**src/rtl/sync_count_pkg.sv**
```systemverilog
// Shared constants and helpers for the sync_count_param up/down counter.
// Holds the default width, the derived default top count and the
// priority-ordered operation encoding used by the top-level next-state logic.
package sync_count_pkg;

  localparam int unsigned DEFAULT_WIDTH = 8;

  // All-ones value for a given width. The 33-bit intermediate keeps width=32 exact.
  function automatic logic [31:0] max_count(input int unsigned width);
    logic [32:0] full;
    full = (33'd1 << width) - 33'd1;
    return full[31:0];
  endfunction

  localparam logic [31:0] DEFAULT_MAX = max_count(DEFAULT_WIDTH);

  // Per-edge operation. The encoding value matches the priority rank:
  // clear beats load, and load beats count.
  typedef enum logic [1:0] {
    OP_HOLD  = 2'd0,
    OP_COUNT = 2'd1,
    OP_LOAD  = 2'd2,
    OP_CLEAR = 2'd3
  } op_e;

  // Resolve the control inputs into the single winning operation.
  function automatic op_e decode_op(input logic clr, input logic ld, input logic inp);
    if (clr)      return OP_CLEAR;
    else if (ld)  return OP_LOAD;
    else if (inp) return OP_COUNT;
    else          return OP_HOLD;
  endfunction

endpackage

```
**src/rtl/sync_count_bit.sv**
```systemverilog
// One T-style counter slice: synchronous load has priority over toggle,
// and the asynchronous active-low reset clears the bit.
module sync_count_bit (
  input  logic ck,
  input  logic rst,
  input  logic ld,
  input  logic d,
  input  logic t,
  output logic q
);

  // Slice state: reset, else load, else toggle when enabled, else hold.
  // NOTE: sequential state uses non-blocking assignments so every flop samples pre-edge values.
  always_ff @(posedge ck or negedge rst) begin
    if (!rst)     q <= 1'b0;
    else if (ld)  q <= d;
    else if (t)   q <= ~q;
  end

endmodule

```
**src/rtl/sync_count_param.sv**
```systemverilog
// Parameterised up/down counter with synchronous clear and load, a
// combinational terminal-count flag and a registered carry-out pulse.
// Build option: define SYNC_COUNT_SAT_EN to saturate at the terminal value
// instead of wrapping; the default build wraps.
module sync_count_param
  import sync_count_pkg::*;
#(
  parameter int unsigned           WIDTH = DEFAULT_WIDTH,
  parameter logic [WIDTH-1:0]      MAX   = WIDTH'(max_count(WIDTH))
) (
  input  logic             ck,
  input  logic             rst,
  input  logic             clr,
  input  logic             ld,
  input  logic [WIDTH-1:0] ld_val,
  input  logic             inp,
  input  logic             up,
  output logic [WIDTH-1:0] out,
  output logic             tc,
  output logic             co
);

  // Value taken when counting past the terminal in each direction.
`ifdef SYNC_COUNT_SAT_EN
  localparam logic [WIDTH-1:0] TERM_UP = MAX;
  localparam logic [WIDTH-1:0] TERM_DN = '0;
`else
  localparam logic [WIDTH-1:0] TERM_UP = '0;
  localparam logic [WIDTH-1:0] TERM_DN = MAX;
`endif

  logic [WIDTH-1:0] count;
  logic [WIDTH-1:0] cnt_next;
  logic [WIDTH-1:0] ld_clamped;
  logic [WIDTH-1:0] bit_d;
  logic [WIDTH-1:0] bit_t;
  logic             bit_ld;
  logic             term_event;
  op_e              op;

  assign out = count;

  // Terminal count follows the current value and direction with no register.
  assign tc = up ? (count == MAX) : (count == '0);

  // Next-state: pick the operation, compute the count step and turn it into
  // per-slice load/toggle controls.
  // NOTE: every always_comb output gets a default first so no path can infer a latch.
  always_comb begin
    op         = decode_op(clr, ld, inp);
    cnt_next   = count;
    ld_clamped = (ld_val > MAX) ? MAX : ld_val;
    bit_ld     = 1'b0;
    bit_d      = '0;
    bit_t      = '0;
    term_event = 1'b0;

    if (up) cnt_next = tc ? TERM_UP : count + WIDTH'(1);
    else    cnt_next = tc ? TERM_DN : count - WIDTH'(1);

    unique case (op)
      OP_CLEAR: begin
        bit_ld = 1'b1;
        bit_d  = '0;
      end
      OP_LOAD: begin
        bit_ld = 1'b1;
        bit_d  = ld_clamped;
      end
      OP_COUNT: begin
        // Toggle exactly the bits that differ; this also covers wrap to a
        // non-power-of-two MAX and saturation (no bits toggle).
        bit_t      = count ^ cnt_next;
        term_event = tc;
      end
      default: ;
    endcase
  end

  for (genvar i = 0; i < WIDTH; i++) begin : g_bit
    sync_count_bit u_bit (
      .ck (ck),
      .rst(rst),
      .ld (bit_ld),
      .d  (bit_d[i]),
      .t  (bit_t[i]),
      .q  (count[i])
    );
  end

  // Carry-out: one-cycle pulse after a counting edge taken at the terminal.
  always_ff @(posedge ck or negedge rst) begin
    if (!rst) co <= 1'b0;
    else      co <= term_event;
  end

endmodule

```
**config.mk**
```make
export PLATFORM = sky130hd
export DESIGN_NAME = sync_count_param
export DESIGN_NICKNAME = d
export VERILOG_FILES = /design/src/rtl/sync_count_pkg.sv /design/src/rtl/sync_count_bit.sv /design/src/rtl/sync_count_param.sv
export SDC_FILE = /design/constraint.sdc
export NUM_CORES = 1
export LEC_CHECK = 0
export BUFFER_PORTS_ARGS = -buffer_cell sky130_fd_sc_hd__buf_2
export CORE_AREA = 8 8 48 60
export CTS_CLUSTER_SIZE = 8
export DETAILED_ROUTE_END_ITERATION = 6
export DIE_AREA = 0 0 56 68
export GPL_TIMING_DRIVEN = 0
export PLACE_DENSITY = 0.72
export SETUP_SLACK_MARGIN = 0.3
export SLEW_MARGIN = 20
export SYNTH_ARGS = -nofsm -noshare
export SYNTH_HDL_FRONTEND = slang
export SYNTH_SLANG_ARGS = --single-unit
```
**constraint.sdc**
```tcl
create_clock -name ck -period 2.2 [get_ports ck]
set_input_delay 0.11 -clock ck [delete_from_list [all_inputs] [get_ports ck]]
set_output_delay 0.11 -clock ck [all_outputs]
set_load 0.01 [all_outputs]
```
; ---- After elaboration in Yosys (flattened, before gate mapping)
; Cells that the tools add are included.
[totals]
reg_bits = 9
output_inout_bits = 10
elab_cells = 63
[op_classes]
addsub = 2
n_lt_le_gt_ge = 1
eq_ne = 4
mux = 28
n_bitwise = 9
reduce_logical = 10
[op_table]
columns = operator, n
row1 = $mux 8, 6
row2 = $mux 1, 20
row3 = $reduce_bool 2->1, 8
row4 = $add 8x1->8 const B, 1
row5 = $eq 8x8->1 const B, 1
row6 = $gt 8x8->1 const B, 1
row7 = $logic_not 8->1, 1
row8 = $not 1->1, 8
row9 = $sub 8x1->8 const B, 1
row10 = $xor 8x8->8, 1
row11 = $eq 2x2->1 const B, 2
row12 = $mux 2, 2
row13 = $eq 2x1->1 const B, 1
row14 = $reduce_or 2->1, 1

; ---- Logic depth before layout (Yosys ltp)
; Gate-level depths: netlist of the first run.
[logic_depth]
ltp_word = 8
depth_mapped = 7
ltp_nobuf = 7

; ---- Hierarchy
; From an unflattened synthesis of the first run, not the netlist that was laid out.
[unflattened]
cells_unflattened = 96
area_unflattened_um2 = 792.0
[modules_own_cells]
columns = module, n_inst, cells_per_inst, area_per_inst_um2, seq_area_each_um2
row1 = sync_count_param, 1, 64, 451.7, 25.0
row2 = sync_count_bit, 8, 4, 42.5, 25.0

; ---- Worst setup path after synthesis of the first run
; No wires, ideal clock.
[synth_path]
kind = reg2reg
from = register g_bit[0].u_bit.q
to = register g_bit[7].u_bit.q
setup_time_ns = 0.138
t_arrival_ns = 1.558
t_required_ns = 2.062
slack_ns = 0.504
stages_incl_launch_ff = 8
n_path_buf = 0
path_cell_list = dfrtp_1 > inv_1 > ha_1 > nor4b_2 > nand2_1 > nand4_1 > a2111oi_0 > a21oi_1
[synth_via]
elab_chain_cells = 7
word_cells_on_any_way = 11
[synth_lines]
columns = item, line_no
row1 = "start, declared", sync_count_bit.sv:9  ; output logic q
row2 = "start signal, assigned", sync_count_bit.sv:17  ; else if (t) q <= ~q;
row3 = "parallel branches: the longest is 3 deep, another holds $sub 8x1->8", --
row4 = $mux 8 *, sync_count_param.sv:58  ; if (up) cnt_next = tc ? TERM_UP : count + WIDTH'(1);
row5 = $xor 8x8->8 *, sync_count_param.sv:73  ; bit_t = count ^ cnt_next;
row6 = $mux 8 *, sync_count_param.sv:61  ; unique case (op)
row7 = $reduce_bool 2->1 (no line) *, --
row8 = "end signal, assigned", sync_count_bit.sv:17
row9 = "end, declared", sync_count_bit.sv:9
; Every way passes the cells marked *.
; A chain may end at the register's enable or synchronous reset.

; ---- Final worst setup path of the first run
; Same ends and word-level chain as after synthesis.

==> results_dict.tcl, run 1 <==
set metrics [dict create \
    ir_drop_mv 0.347 \
    path_class "reg2reg" \
    cts_max_path_buffers 2 \
    syn_nets 115 \
    drv_cap 0 \
    areaGrowthSynthToFinish_pct 22.4 \
    status "completed" \
    grt_pass1_wl_mm 3.66 \
    switchingPower_uw 177 \
    synth_top_area_cell "dfrtp_1" \
    fmax_mhz 561 \
    p_clk_frac 0.269 \
    path_max_fanout 10 \
    ys_types 39 \
    routed_wl_mm 2.14 \
    p_int_uw 338 \
    min_to "g_bit[0].u_bit.q" \
    via_count 812 \
    yosys.area_share.adder 0.0295 \
    finalSetupTns_ps 0 \
    ant_nets 0 \
    tightest_slew_ps 545 \
    clkSlewWorstSetupHoldPaths_ps 70 \
    pwr-share-seq 0.386 \
    rows 19 \
    fp.coreArea_um2 2040 \
    combPwrFrac 0.345 \
    power.density_nw_per_um2 496 \
    synth.area.top_cells "dfrtp_1 27%, buf_4 8.0%, a21oi_1 4.7%, mux2i_1 4.7%, xor2_1 3.1%" \
    ys_warn_count 0 \
    drv_slew 0 \
    hpwl_mm 1.55 \
    synth_xor_area_frac 0.0515 \
    dr.pass1.iters 4 \
    place_area_um2 981 \
    netlist_instances 99 \
    r2r_slack_ps 420 \
    cts_max_level 1 \
    cts_root_buf "clkbuf_4" \
    ioPinCount 24 \
    fin_skew_ps 2.32 \
    via_per_inst 5.56 \
    final_nets 142 \
    place_congestion 0.883 \
    diodes 0 \
    syn-cell-area_um2 850 \
    fill_cells 213 \
    hold_path_class "in2reg" \
    start_util 0.416 \
    die_h_um 68 \
    end_kind "flop" \
    period_share 0.810 \
    grt_max_degree 11 \
    rsz0062_at_grt "yes" \
    hold_start "ld_val[0]" \
    grt_use_total 0.116 \
    synth_top_family_by_area "simple AND/OR/NAND/NOR gates" \
    antenna_found_initial 0 \
    synth-seq-area-share 0.265 \
    dieArea_um2 3810 \
    synthMuxAreaShare 0.0471 \
    p_leak_uw 0.000516 \
    synth-seq-cells 9 \
    slew_headroom 0.636 \
    yosys.area_share.simple 0.271 \
    fin_crit_ps 1780 \
    synth_common_cells "9 x buf_4, 9 x dfrtp_1, 8 x a21oi_1" \
    avgSynthCellArea_um2 8.58 \
    reg2reg_to "g_bit[7].u_bit.q" \
    clk-insertion-delay-late_ps 270 \
    async_reset_ff_frac 1.00 \
    post_cts_buffers 0 \
    critical_path.reg2reg.startpoint "g_bit[0].u_bit.q" \
    place.port_buffers 21 \
    min_path_cells 3 \
    fin_area_um2 1040 \
    synth_top_area_frac 0.265 \
    dominantRegCellSynth "dfrtp_1" \
    cp.required_ps 2400 \
    grt_overflow 0 \
    cts.sinks 9 \
    swShare 0.344 \
    grt_pass1_vias 833 \
    synth_compound_area_frac 0.172 \
    fp.dieW_um 56 \
    crit_arrival_ps 1980 \
    worst_slack_ps 419 \
    layout-drive-gt1-share 0.392 \
    setup_viol 0 \
    drt_iter0_markers 33 \
    dp_slack_ps 239 \
    drc 0 \
    hold_viol 0 \
    cp-start-kind "flop" \
    r2r_cells 7 \
    numCtsBuffers 3 \
    wl_per_cell_um 14.6 \
    tritoncts "built" \
    synth_enable_flop_cells 0 \
]
## worst max-delay path, cell delays in order (launching register included)
cell	delay, ps
dfrtp_2	450
inv_1	60
ha_1	220
nor4b_2	180
nand2_2	130
nand4_1	150
a311o_1	370
a21oi_1	140
## area by class of cell
type | count | area (µm²) | share of cell area
tap | 21 | 26.3 | 0.0253
timing repair buffer | 22 | 115 | 0.111
inverter | 6 | 22.5 | 0.0217
multi-input combinational | 69 | 505 | 0.486
buffer | 15 | 116 | 0.112
sequential | 9 | 228 | 0.219
clock buffer | 4 | 26.3 | 0.0253
## what timing repair did
item,CTS,global route
gates resized for setup,2,5
endpoints found under the hold margin,9,0
hold buffers,1,0
setup endpoints to repair,1,6
## how the worst max path moves through the flow
| stage | start | end | slack [ps] | cells past startpoint |
|---|---|---|---|---|
| 2_1_floorplan | g_bit[0].u_bit.q | g_bit[7].u_bit.q | 500 | 7 |
| 3_3_place_gp | g_bit[0].u_bit.q | g_bit[7].u_bit.q | 280 | 7 |
| 3_5_place_dp | g_bit[0].u_bit.q | g_bit[7].u_bit.q | 240 | 7 |
| 4_1_cts | g_bit[1].u_bit.q | g_bit[7].u_bit.q | 310 | 7 |
| 5_1_grt | g_bit[0].u_bit.q | g_bit[7].u_bit.q | 260 | 7 |
| 6_report | g_bit[0].u_bit.q | g_bit[7].u_bit.q | 420 | 7 |
## sequential cells by signal, indices dropped and copies added, names as in the netlist
| signal | count |
|---|---|
| g_bit.u_bit.q | 8 |
| co | 1 |
## metal layers
metal / vias up / track usage / share of wire
li1: 401 / - / -
met1: 380 / 0.126 / 0.42
met2: 27 / 0.213 / 0.50
met3: 4 / 0.0315 / 0.069
met4: 0 / 0.0452 / 0.013
met5: - / 0 / 0
## per-stage QoR
stage	hold WS, ps	std cells	util	total power (µW)
6_report	83.8	146	0.509	515
3_5_place_dp	-20.2	141	0.480	371
4_1_cts	85.7	146	0.499	509
2_1_floorplan	-186	99	-	320
3_3_place_gp	-27.4	141	0.480	367
5_1_grt	97.4	146	0.509	547
## cells by family (layout without fill, tap and decap cells)
family | count (synthesis) | count (layout)
compound gates | 22 | 22
xor+xnor | 5 | 5
fa+ha+maj | 2 | 2
buf+inv | 21 | 47
flops | 9 | 9
mux | 4 | 4
simple gates | 36 | 36
## power groups by stage
stage	sequential [µW]	combinational, µW	clock [µW]
floorplan	196	125	0
global placement	200	167	0
detailed placement	201	170	0
CTS	198	173	137
global route	201	200	147
finish	199	178	139
## cells in the final DEF (no fill, tap or decap), types with 2 or more instances in the layout
cell      netlist  routed
ha_1            2       2
nor4_1          2       2
o21ai_0         3       3
buf_4           9       9
clkbuf_4        0       3
buf_2           0      21
buf_6           2       2
nand3_1         5       5
dfrtp_2         0       2
xnor2_1         2       2
mux2i_1         4       4
nor4b_2         1       2
nor3_1          2       2
a21oi_1         8       8
nor2_1          6       6
nand2_1         6       5
clkbuf_1        3       4
and3_1          3       3
inv_1           6       6
xor2_1          3       3
dfrtp_1         9       7
o21a_1          2       2
Note: power is estimated with default switching activity, not from simulation.
==> run 2, diff against run 1 <==
==> constraint.sdc (replaced) <==
create_clock -name ck -period 1.9 [get_ports ck]
set_input_delay 0.095 -clock ck [delete_from_list [all_inputs] [get_ports ck]]
set_output_delay 0.095 -clock ck [all_outputs]
set_load 0.01 [all_outputs]
==> results_dict.tcl, run 2 (synthesis results as in run 1) <==
set metrics [dict create \
    final_util 0.564 \
    pwr-share-seq 0.360 \
    tightest_slew_ps 512 \
    swShare 0.343 \
    p_int_uw 420 \
    hpwl_mm 1.62 \
    hold_viol 0 \
    ir_drop_mv 0.449 \
    clk-insertion-delay-late_ps 260 \
    period_share 0.865 \
    rsz0062_at_grt "yes" \
    path_max_fanout 4 \
    hold_ws_ps 84.6 \
    grt_pass1_wl_mm 3.69 \
    cp-start-kind "flop" \
    place.port_buffers 21 \
    path_class "reg2reg" \
    dr.pass1.iters 6 \
    die_h_um 68 \
    p_clk_frac 0.240 \
    place_congestion 0.907 \
    power.density_nw_per_um2 555 \
    layout-drive-gt1-share 0.477 \
    ant_nets 0 \
    combPwrFrac 0.400 \
    dieArea_um2 3810 \
    areaGrowthSynthToFinish_pct 35.8 \
    fp.coreArea_um2 2040 \
    top_register "g_bit.u_bit.q" \
    drt_iter0_markers 42 \
    end_kind "flop" \
    p_leak_uw 0.000567 \
    cts_max_path_buffers 2 \
    ioPinCount 24 \
    drv_cap 0 \
    rows 19 \
    crit_arrival_ps 1780 \
    routed_wl_mm 2.34 \
    antenna_found_initial 0 \
    drv_slew 0 \
    largest_register_ffs 8 \
    r2r_slack_ps 260 \
    diodes 0 \
    start_util 0.416 \
    switchingPower_uw 220 \
    via_count 875 \
    fin_skew_ps 5.89 \
    via_per_inst 5.72 \
    r2r_cells 6 \
    hold_path_class "in2reg" \
    hold_start "ld_val[0]" \
    numCtsBuffers 3 \
    cpMaxStageDelayCell "dfrtp_2" \
    fin_crit_ps 1640 \
    tritoncts "built" \
    cts_max_level 1 \
    critical_path.reg2reg.startpoint "g_bit[1].u_bit.q" \
    slew_headroom 0.658 \
    drc 0 \
    crit_chain "buf_4 > nor4_1 > nand2_1 > nand4_1 > a311o_1 > a21oi_1" \
    min_to "g_bit[0].u_bit.q" \
    cp.required_ps 2040 \
    cts_root_buf "clkbuf_4" \
    cpPeakStageDelay_ps 440 \
    grt_overflow 0 \
    clkSlewWorstSetupHoldPaths_ps 70 \
    setup_viol 0 \
    grt_use_total 0.117 \
    status "completed" \
    fp.dieW_um 56 \
    layout_common_cells "21 x buf_2, 16 x buf_4, 8 x a21oi_1" \
    grt_pass1_vias 829 \
    layout_commonest_cell "buf_2" \
    fmax_mhz 608 \
    min_path_cells 3 \
    reg_top3 "g_bit.u_bit.q (8), co (1)" \
    wl_per_cell_um 15.3 \
    grt_max_degree 11 \
    final_nets 149 \
    reg2reg_to "g_bit[7].u_bit.q" \
    cts.sinks 9 \
]
==> run 2: cell count changes in the layout (fill, tap and decap cells not counted), moves of 2 or more <==
| cell | before | now |
|---|---|---|
| inv_2 | 0 | 2 |
| nor4b_4 | 0 | 2 |
| nor4b_2 | 2 | 0 |
| inv_1 | 6 | 4 |
| o21ai_0 | 3 | 1 |
| buf_4 | 9 | 16 |
==> run 2: cell type report <==
| cell class | instances | area, µm² |
|---|---|---|
| sequential | 9 | 229 |
| multi-input combinational | 69 | 566 |
| timing repair buffer | 29 | 168 |
| tap | 21 | 26.3 |
| buffer | 15 | 116 |
| inverter | 6 | 22.5 |
| fill | 196 | 891 |
| clock buffer | 4 | 26.3 |
==> run 2: repair_timing <==
item | CTS | global route
hold endpoints to repair | 9 | 0
setup buffers | 6 | 1
hold buffers | 1 | 0
cloned | 0 | 0
gates resized for setup | 11 | 8
setup endpoints to repair | 8 | 8
pin swaps | 3 | 2
==> run 2: how the worst max path moves through the flow <==
stage	slack (ps)	endpoint	depth (start not counted)	startpoint
after floorplan	240	g_bit[7].u_bit.q	7	g_bit[1].u_bit.q
after global placement	20	g_bit[7].u_bit.q	7	g_bit[1].u_bit.q
after detailed placement	-20	g_bit[7].u_bit.q	7	g_bit[1].u_bit.q
after CTS	260	g_bit[7].u_bit.q	7	g_bit[1].u_bit.q
after global routing	160	g_bit[6].u_bit.q	7	g_bit[1].u_bit.q
final	260	g_bit[7].u_bit.q	6	g_bit[1].u_bit.q
==> run 2: metal layers <==
metal	wire length [µm]	part of all wire	GRT usage
met1	900	0.39	0.113
met2	1290	0.55	0.239
met3	107	0.046	0.0260
met4	38	0.016	0.0422
met5	0	0	0
==> run 2: worst max-delay path: cells and delay by family (launching register included) <==
family	cells	cell delay (ps)
compound gates	2	230
buf+inv	1	160
flops	1	440
simple gates	3	690
==> run 2: per-stage QoR <==
stage / setup WS (ps) / instances / power, µW / TNS [ps] / instance area [µm²]
floorplan: 242 / 99 / 373 / 0 / 856
global placement: 17.3 / 141 / 428 / 0 / 987
detailed placement: -16.0 / 141 / 433 / -16.0 / 987
CTS: 264 / 152 / 626 / 0 / 1110
global route: 165 / 153 / 676 / 0 / 1150
finish: 256 / 153 / 640 / 0 / 1150
==> run 2: power by group through the flow <==
stage          Combinational [µW]  Sequential, µW  Clock (µW)
2_1_floorplan                 146             227           0
3_3_place_gp                  195             232           0
5_1_grt                       277             233         167
3_5_place_dp                  200             233           0
4_1_cts                       239             228         159
6_report                      256             230         153
==> run 3, diff against run 2 <==
--- a/config.mk
+++ b/config.mk
@@ -11,7 +11,7 @@
 export DETAILED_ROUTE_END_ITERATION = 6
 export DIE_AREA = 0 0 56 68
 export GPL_TIMING_DRIVEN = 0
-export PLACE_DENSITY = 0.72
+export PLACE_DENSITY = 0.68
 export SETUP_SLACK_MARGIN = 0.3
 export SLEW_MARGIN = 20
 export SYNTH_ARGS = -nofsm -noshare
==> results_dict.tcl, run 3 (synthesis results as in run 1) <==
set metrics [dict create \
    tightest_slew_ps 515 \
    antenna_found_initial 0 \
    dp_slack_ps -9.76 \
    grt_overflow 0 \
    p_clk_frac 0.257 \
    cp.required_ps 2090 \
    pwr-share-seq 0.343 \
    drc 0 \
    period_share 0.864 \
    placedCellCount 141 \
    grt_max_degree 11 \
    rsz0062_at_grt "yes" \
    swShare 0.358 \
    r2r_slack_ps 260 \
    layout_commonest_cell "buf_2" \
    areaGrowthSynthToFinish_pct 38.7 \
    min_to "g_bit[2].u_bit.q" \
    drv_slew 0 \
    hold_ws_ps 55.6 \
    rows 19 \
    combPwrFrac 0.400 \
    cts_max_level 1 \
    hold_viol 0 \
    reg_top3 "g_bit.u_bit.q (8), co (1)" \
    grt_use_total 0.127 \
    ir_drop_mv 0.382 \
    grt_pass1_vias 872 \
    numCtsBuffers 3 \
    finalSetupTns_ps 0 \
    dieArea_um2 3810 \
    fmax_mhz 609 \
    grt_pass1_wl_mm 3.88 \
    status "completed" \
    final_nets 150 \
    worst_slack_ps 258 \
    fp.coreArea_um2 2040 \
    critical_path.reg2reg.startpoint "g_bit[1].u_bit.q" \
    tritoncts "built" \
    place_congestion 0.869 \
    power.density_nw_per_um2 570 \
    setup_viol 0 \
    layout-drive-gt1-share 0.504 \
    place_area_um2 987 \
    end_kind "flop" \
    top_register "g_bit.u_bit.q" \
    start_util 0.416 \
    place.port_buffers 21 \
    via_per_inst 5.36 \
    fin_area_um2 1180 \
    hpwl_mm 1.60 \
    routed_wl_mm 2.34 \
    slew_headroom 0.657 \
    p_leak_uw 0.000570 \
    fin_skew_ps 15.9 \
    hold_start "ld_val[2]" \
    path_max_fanout 3 \
    layout_common_cells "21 x buf_2, 15 x buf_4, 7 x a21oi_1" \
    cts_max_path_buffers 2 \
    clkSlewWorstSetupHoldPaths_ps 80 \
    r2r_cells 7 \
    instances_no_fill 154 \
    cp-start-kind "flop" \
    ant_nets 0 \
    largest_register_ffs 8 \
    ioPinCount 24 \
    via_count 826 \
    fin_crit_ps 1640 \
    wl_per_cell_um 15.2 \
    die_h_um 68 \
    path_class "reg2reg" \
    drv_cap 0 \
    hold_path_class "in2reg" \
    cts_root_buf "clkbuf_4" \
    min_path_cells 3 \
    fp.dieW_um 56 \
    cts.sinks 9 \
    p_int_uw 431 \
    dr.pass1.iters 4 \
    clk-insertion-delay-late_ps 290 \
    diodes 0 \
    crit_arrival_ps 1830 \
    switchingPower_uw 240 \
    reg2reg_to "g_bit[6].u_bit.q" \
    drt_iter0_markers 30 \
]
run 3: worst max-delay path by stage:
| stage | start | to | cells after the start |
|---|---|---|---|
| 5_1_grt | g_bit[1].u_bit.q | g_bit[6].u_bit.q | 7 |
| 4_1_cts | g_bit[1].u_bit.q | g_bit[6].u_bit.q | 7 |
| 2_1_floorplan | g_bit[1].u_bit.q | g_bit[7].u_bit.q | 7 |
| 6_report | g_bit[1].u_bit.q | g_bit[6].u_bit.q | 7 |
| 3_3_place_gp | g_bit[1].u_bit.q | g_bit[7].u_bit.q | 7 |
| 3_5_place_dp | g_bit[1].u_bit.q | g_bit[7].u_bit.q | 7 |
run 3: final cells by class:
cell class | instances | area (µm²)
plain buffers | 15 | 116
flip-flops and latches | 9 | 229
inverters | 6 | 22.5
well taps | 21 | 26.3
clock buffers | 4 | 26.3
repair buffers | 30 | 183
multi-input cells | 69 | 576
fillers | 186 | 866
run 3: power groups by stage:
stage                     logic [µW]  clock network [µW]  registers, µW
after floorplan                  146                   0            227
after global placement           195                   0            232
after detailed placement         200                   0            233
after CTS                        247                 173            229
after global routing             295                 174            233
final                            268                 172            231
run 3: repair_timing:
item                       CTS  global route
hold buffers                 1             0
pin swaps                   12             2
gates resized for setup     18             5
buffers inserted             4             4
setup endpoints to repair    8             8
hold endpoints to repair     9             0
run 3: critical path, cell delays in order (launching register included):
cell     delay [ps]
dfrtp_2         440
inv_2            90
ha_4            140
nor3b_4         220
nor4b_4         240
o21ai_1         100
xnor2_1         150
o21a_1          170
run 3: per-stage QoR:
| step | util | total power [µW] |
|---|---|---|
| after global placement | 0.483 | 427 |
| after floorplan | - | 373 |
| after CTS | 0.547 | 650 |
| final | 0.576 | 671 |
| after detailed placement | 0.483 | 433 |
| after global routing | 0.576 | 703 |
run 3: layer usage:
layer,vias to the layer above,track usage,share of wire
met5,-,0,0
met4,0,0.0753,0.031
met3,7,0.0297,0.048
met2,21,0.226,0.53
met1,377,0.137,0.39
li1,421,-,-
